### src/rtl/wb_stage_pkg.sv
// Shared pipeline constants for the MEM/WB register and the write-back stage.
// Also holds the write-back value select used by both.
package wb_stage_pkg;

  localparam int DATA_W   = 32;
  localparam int REG_AW   = 5;
  localparam int NUM_REGS = 1 << REG_AW;
  localparam int CNT_W    = 32;

  // Bit positions inside the 2-bit W control field carried by MEM/WB.
  localparam int W_REGWRITE = 1;
  localparam int W_MEMTOREG = 0;

  localparam logic [REG_AW-1:0] REG_ZERO = '0;

  typedef logic [1:0]        wb_ctrl_t;
  typedef logic [DATA_W-1:0] data_t;
  typedef logic [REG_AW-1:0] reg_idx_t;

  function automatic data_t wb_select(input wb_ctrl_t ctrl,
                                      input data_t    rd_data,
                                      input data_t    alu);
    return ctrl[W_MEMTOREG] ? rd_data : alu;
  endfunction

endpackage

### src/rtl/wb_stage_if.sv
// Bundle between MEM/WB + ID (master side) and the write-back stage (slave side).
// There is no valid/ready pair: a slot commits when wb_ctrl[W_REGWRITE] is set
// and wb_wn is non-zero, bubbles arrive as 2'b00, and this stage never stalls.
interface wb_stage_if;
  import wb_stage_pkg::*;

  wb_ctrl_t wb_ctrl;
  data_t    wb_rd_data;
  data_t    wb_alu;
  reg_idx_t wb_wn;
  reg_idx_t rs_addr;
  reg_idx_t rt_addr;
  data_t    rs_data;
  data_t    rt_data;
  data_t    wb_data;
  logic     wb_we;
  logic [CNT_W-1:0] retire_cnt;

  modport master (
    output wb_ctrl, wb_rd_data, wb_alu, wb_wn, rs_addr, rt_addr,
    input  rs_data, rt_data, wb_data, wb_we, retire_cnt
  );

  modport slave (
    input  wb_ctrl, wb_rd_data, wb_alu, wb_wn, rs_addr, rt_addr,
    output rs_data, rt_data, wb_data, wb_we, retire_cnt
  );

endinterface

### src/rtl/wb_stage_regfile_2r1w.sv
// Architectural register file: two combinational read ports with same-cycle
// write-through bypass, one write port, r0 hardwired to zero, sync clear.
module regfile_2r1w
  import wb_stage_pkg::*;
(
  input  logic     clk,
  input  logic     rst,
  input  logic     we,
  input  reg_idx_t waddr,
  input  data_t    wdata,
  input  reg_idx_t ra_addr,
  input  reg_idx_t rb_addr,
  output data_t    ra_data,
  output data_t    rb_data
);

  data_t regs [NUM_REGS];

  // Reset wins over a write presented in the same cycle; entry 0 is never written.
  always_ff @(posedge clk) begin
    if (rst) begin
      for (int i = 0; i < NUM_REGS; i++) begin
        regs[i] <= '0;
      end
    end else if (we && (waddr != REG_ZERO)) begin
      regs[waddr] <= wdata;
    end
  end

  always_comb begin
    ra_data = regs[ra_addr];
    if (ra_addr == REG_ZERO) begin
      ra_data = '0;
    end else if (we && (ra_addr == waddr)) begin
      ra_data = wdata;
    end
  end

  always_comb begin
    rb_data = regs[rb_addr];
    if (rb_addr == REG_ZERO) begin
      rb_data = '0;
    end else if (we && (rb_addr == waddr)) begin
      rb_data = wdata;
    end
  end

endmodule

### src/rtl/wb_stage.sv
// Write-back stage: selects the write-back value, commits it to the register
// file, serves the two ID-stage read ports and counts retired writes.
module wb_stage
  import wb_stage_pkg::*;
(
  input  logic       clk,
  input  logic       rst,
  wb_stage_if.slave  wb
);

  data_t            sel_data;
  logic             eff_we;
  data_t            ra_data;
  data_t            rb_data;
  logic [CNT_W-1:0] retire_cnt_q;

  assign sel_data = wb_select(wb.wb_ctrl, wb.wb_rd_data, wb.wb_alu);

  // rst gates the enable so neither bypass nor the forwarding unit sees a write
  // that the array is about to drop.
  assign eff_we = wb.wb_ctrl[W_REGWRITE] && (wb.wb_wn != REG_ZERO) && !rst;

  regfile_2r1w u_regfile (
    .clk     (clk),
    .rst     (rst),
    .we      (eff_we),
    .waddr   (wb.wb_wn),
    .wdata   (sel_data),
    .ra_addr (wb.rs_addr),
    .rb_addr (wb.rt_addr),
    .ra_data (ra_data),
    .rb_data (rb_data)
  );

  always_ff @(posedge clk) begin
    if (rst) begin
      retire_cnt_q <= '0;
    end else if (eff_we) begin
      retire_cnt_q <= retire_cnt_q + 32'd1;
    end
  end

  assign wb.wb_data    = sel_data;
  assign wb.wb_we      = eff_we;
  assign wb.rs_data    = ra_data;
  assign wb.rt_data    = rb_data;
  assign wb.retire_cnt = retire_cnt_q;

endmodule
### src/flat_wrapper.sv
// flat-port wrapper written by rule: the top's interface ports become plain ports
module wb_stage_flat import wb_stage_pkg::*;
  (clk, rst, wb_wb_ctrl, wb_wb_rd_data, wb_wb_alu, wb_wb_wn, wb_rs_addr, wb_rt_addr, wb_rs_data, wb_rt_data, wb_wb_data, wb_wb_we, wb_retire_cnt);
  wb_stage_if wb_i ();
  input  logic clk;
  input  logic rst;
  input wire logic [$bits(wb_i.wb_ctrl)-1:0] wb_wb_ctrl;
  input wire logic [$bits(wb_i.wb_rd_data)-1:0] wb_wb_rd_data;
  input wire logic [$bits(wb_i.wb_alu)-1:0] wb_wb_alu;
  input wire logic [$bits(wb_i.wb_wn)-1:0] wb_wb_wn;
  input wire logic [$bits(wb_i.rs_addr)-1:0] wb_rs_addr;
  input wire logic [$bits(wb_i.rt_addr)-1:0] wb_rt_addr;
  output wire logic [$bits(wb_i.rs_data)-1:0] wb_rs_data;
  output wire logic [$bits(wb_i.rt_data)-1:0] wb_rt_data;
  output wire logic [$bits(wb_i.wb_data)-1:0] wb_wb_data;
  output wire logic [$bits(wb_i.wb_we)-1:0] wb_wb_we;
  output wire logic [$bits(wb_i.retire_cnt)-1:0] wb_retire_cnt;
  assign wb_i.wb_ctrl = wb_wb_ctrl;
  assign wb_i.wb_rd_data = wb_wb_rd_data;
  assign wb_i.wb_alu = wb_wb_alu;
  assign wb_i.wb_wn = wb_wb_wn;
  assign wb_i.rs_addr = wb_rs_addr;
  assign wb_i.rt_addr = wb_rt_addr;
  assign wb_rs_data = wb_i.rs_data;
  assign wb_rt_data = wb_i.rt_data;
  assign wb_wb_data = wb_i.wb_data;
  assign wb_wb_we = wb_i.wb_we;
  assign wb_retire_cnt = wb_i.retire_cnt;
  wb_stage u_core (.clk(clk), .rst(rst), .wb(wb_i));
endmodule
### config.mk
export PLATFORM = sky130hd
export DESIGN_NAME = wb_stage_flat
export DESIGN_NICKNAME = d
export VERILOG_FILES = /design/src/rtl/wb_stage_pkg.sv /design/src/rtl/wb_stage_if.sv /design/src/rtl/wb_stage_regfile_2r1w.sv /design/src/rtl/wb_stage.sv /design/src/flat_wrapper.sv
export SDC_FILE = /design/constraint.sdc
export NUM_CORES = 2
export LEC_CHECK = 0
export BUFFER_PORTS_ARGS = -buffer_cell sky130_fd_sc_hd__buf_2
export CAP_MARGIN = 25
export CELL_PAD_IN_SITES_DETAIL_PLACEMENT = 1
export CELL_PAD_IN_SITES_GLOBAL_PLACEMENT = 2
export CORE_MARGIN = 1.5
export CORE_UTILIZATION = 43
export CTS_BUF_LIST = sky130_fd_sc_hd__clkbuf_8
export DETAILED_ROUTE_END_ITERATION = 8
export GPL_TIMING_DRIVEN = 0
export PLACE_DENSITY_LB_ADDON = 0.15
export SLEW_MARGIN = 10
export SYNTH_ARGS = -nofsm -noshare
export SYNTH_HDL_FRONTEND = slang
export SYNTH_HIERARCHICAL = 1
export SYNTH_SLANG_ARGS = --single-unit
### constraint.sdc
create_clock -name clk -period 4.5 [get_ports clk]
set_input_delay 1.125 -clock clk [delete_from_list [all_inputs] [get_ports clk]]
set_output_delay 1.125 -clock clk [all_outputs]
set_load 0.05 [all_outputs]
==> metrics.yaml <==
syn_inst: 3983
path_cells: "clkbuf_4 > buf_12 > and3b_2 > buf_8 > buf_8 > a22oi_2 > o211ai_1 > o32ai_1 > o221a_2 > buf_8"
peakVddDrop_uv: 295
root_buffer: "clkbuf_8"
synth_largest_area_cell: "edfxtp_1"
clock_sinks: 1056
cp_slowest_stage_delay_ns: 0.41
wl_per_cell_um: 41.7
setup_viol: 32
startpoint_type: "input port"
syn_area_um2: 56900
cts_tree: "done"
fmax_ghz: 0.217
cts_buffer_depth: 3
ys_seq_area_frac: 0.552
dp.final_hpwl_um: 189000
cp.required_ns: 3.38
finalSetupTns_ns: -0.892
dieHeight_um: 367
synth_ff_type: "edfxtp_1"
dp_cells: 6034
drc: 0
gp_congestion: 0.998
antenna_found_initial: 9
finClkSkew_ns: 0.0249
cp_max_fo: 10
syn_area_per_cell_um2: 14.3
slew_headroom: 0.315
end_kind: "output port"
synth-seq-cells: 1056
topRoutingLayerUsed: "met5"
status: "complete, but fails checks"
cpMostUsedCell: "buf_8"
rr_worst_depth: 6
grt_max_degree: 33
worst-path-stages: 10
insertion_delay_ns: 0.93
finalCriticalPeriod_ns: 4.60
stdcell_count: 6431
via_count: 42800
dp_slack_ns: -1.71
grt_pass1_wl_um: 354000
htree_levels: 4
power_density_nw_per_um2: 358
first_pass_iters: 9
whs_path_depth: 2
synth_top_area_share: 0.540
cts_made_buffers: 189
hold_class: "reg -> reg"
routed_via_density: 6.66
period_share: 1.02
first_iter_violations: 6772
ys_types: 67
power_mw: 24.7
worst_slack_ns: -0.104
ant_nets: 0
path_clk_slew_ns: 0.06
tightest_slew_ns: 1.03
grt_pass1_vias: 42200
fp.coreArea_um2: 131000
route.met2.wl_um: 117000
violations: "negative setup slack"
async_flop_share: 0
finalHoldViolations: 0
wl_um: 268000
drv_cap: 0
die_w_um: 367
rsz0062_at_grt: "yes"
nets: 4610
crit_arrival_ns: 3.48
rows: 133
ys_warn_count: 6
start_util: 0.433
numPortBuffers: 202
worst_path_max_delay_cell: "a22oi_2"
die_area_um2: 135000
crit_buf_inv: 5
globalRouteOverflowTotal: 0
crit_type: "in -> out"
grt_usage: 0.391
boundaryPins: 212
hold_ws_ns: 0.513
fill_cells: 12800
synth_edf_count: 1024
wl_met1_um: 99900
cts_hold_buf: 0
drive_gt1_frac: 0.320
p_leak_nw: 24.8
wl_met3_um: 31300
synth.area.top_cells: "edfxtp_1, mux4_2, and2_1, mux2i_1, clkbuf_1"
area_growth_pct: 21.1
cp_top_family: "compound AO/OA/AOI/OAI gates"
maxSlewViolCount: 0
## registers in the layout, indices dropped and copies added, names as in the netlist
name	flops
u_core/wb.retire_cnt	32
u_core/u_regfile/regs	1024
## area by class of cell
cell class / count / area, um2 / area share
Sequential cell: 1056 / 31400 / 0.455
Multi-Input combinational cell: 2519 / 25400 / 0.369
Buffer: 426 / 3480 / 0.0505
Timing Repair Buffer: 328 / 3030 / 0.0439
Clock buffer: 195 / 2680 / 0.0389
Tap cell: 1755 / 2200 / 0.0319
Clock inverter: 142 / 696 / 0.0101
Inverter: 6 / 27.5 / 0.000399
Antenna cell: 4 / 10.0 / 0.000145
## per-stage QoR
step / instance area [um2] / utilization
after floorplan: 57100 / -
after global placement: 60300 / 0.459
after detailed placement: 61300 / 0.466
after CTS: 68100 / 0.518
after global routing: 68900 / 0.524
final: 68900 / 0.524
## layer usage
layer,vias to the layer above,track usage
met2,3074,0.575
met1,22500,0.508
met4,4,0.253
met5,-,0.000356
li1,16500,-
met3,696,0.112
## cell usage after synthesis (5+ instances only)
cell type	count
o221ai_1	42
buf_1	19
nor3_1	6
a22oi_1	133
o21ai_0	16
a32oi_1	9
a221o_1	13
edfxtp_1	1024
mux4_2	388
o22ai_1	41
a2111oi_0	24
and4_1	6
nor4_1	9
a22o_1	55
mux2i_1	281
dfxtp_1	32
and2_1	999
or2_2	33
buf_2	73
buf_6	8
nor2_1	65
clkbuf_1	310
buf_4	22
xnor2_1	10
a21oi_1	89
mux2_2	50
o31ai_1	10
or4_1	6
nand2_1	43
nand3b_1	6
nand4_1	12
a211oi_1	7
o221a_2	18
xor2_1	5
nand3_1	18
inv_1	6
a31oi_1	7
o211ai_1	15
nor2b_1	20
## kinds of logic after synthesis
family | after synthesis | synth area share
AO/OA/AOI/OAI | 500 | 0.0657
flip-flops | 1056 | 0.552
AND/OR/NAND/NOR | 1250 | 0.134
adder cells (fa/ha/maj) | 1 | 0.000220
other | 1 | 0.0000659
buffers and inverters | 439 | 0.0331
multiplexers | 721 | 0.213
XOR/XNOR | 15 | 0.00231
## worst reg2reg max path, stage by stage, from the launching register on
cell and delay, ns:
dfxtp_1 0.43, and4_1 0.22, buf_2 0.18, nand2_2 0.15
buf_2 0.23, nor4_1 0.37, mux2_2 0.37
## report_power, final
part / leakage (nW) / internal [mW] / total, mW / switching [mW]
sequential: 10.0 / 11.3 / 11.6 / 0.279
clock: 1.95 / 4.22 / 8.48 / 4.26
combinational: 12.8 / 1.64 / 4.62 / 2.98
## cell usage in the layout, fill, tap and decap left out, types with 30 or more instances in the layout
master and instances:
clkbuf_2 35, clkbuf_4 39, buf_4 98, or2_2 32, edfxtp_1 1024, buf_12 68, clkbuf_1 207, nand2_1 39
and2_1 1000, buf_6 49, a22oi_1 106, dfxtp_1 32, clkbuf_8 211, buf_8 39, mux2i_1 251, a21oi_1 69
nor2_1 63, o22ai_1 30, mux4_2 388, inv_1 64, mux2_2 50, clkinv_1 50, buf_2 165, conb_1 32
## path summary, 6_finish.rpt
path	from	slack [ns]	to
max	wb_rt_addr[2]	-0.10	wb_rt_data[16]
min	u_core/wb.retire_cnt[11]	0.51	u_core/wb.retire_cnt[11]
max reg2reg	u_core/wb.retire_cnt[3]	2.43	u_core/wb.retire_cnt[27]
min reg2reg	u_core/wb.retire_cnt[11]	0.51	u_core/wb.retire_cnt[11]
## timing repair
action | 4_1_cts | 5_1_grt
setup buffers | 33 | 7
gates cloned | 9 | 6
gates resized for setup | 724 | 124
endpoints found under the setup margin | 74 | 59
pin swaps | 27 | 28
No activity file was read; power rests on OpenSTA's default activity.
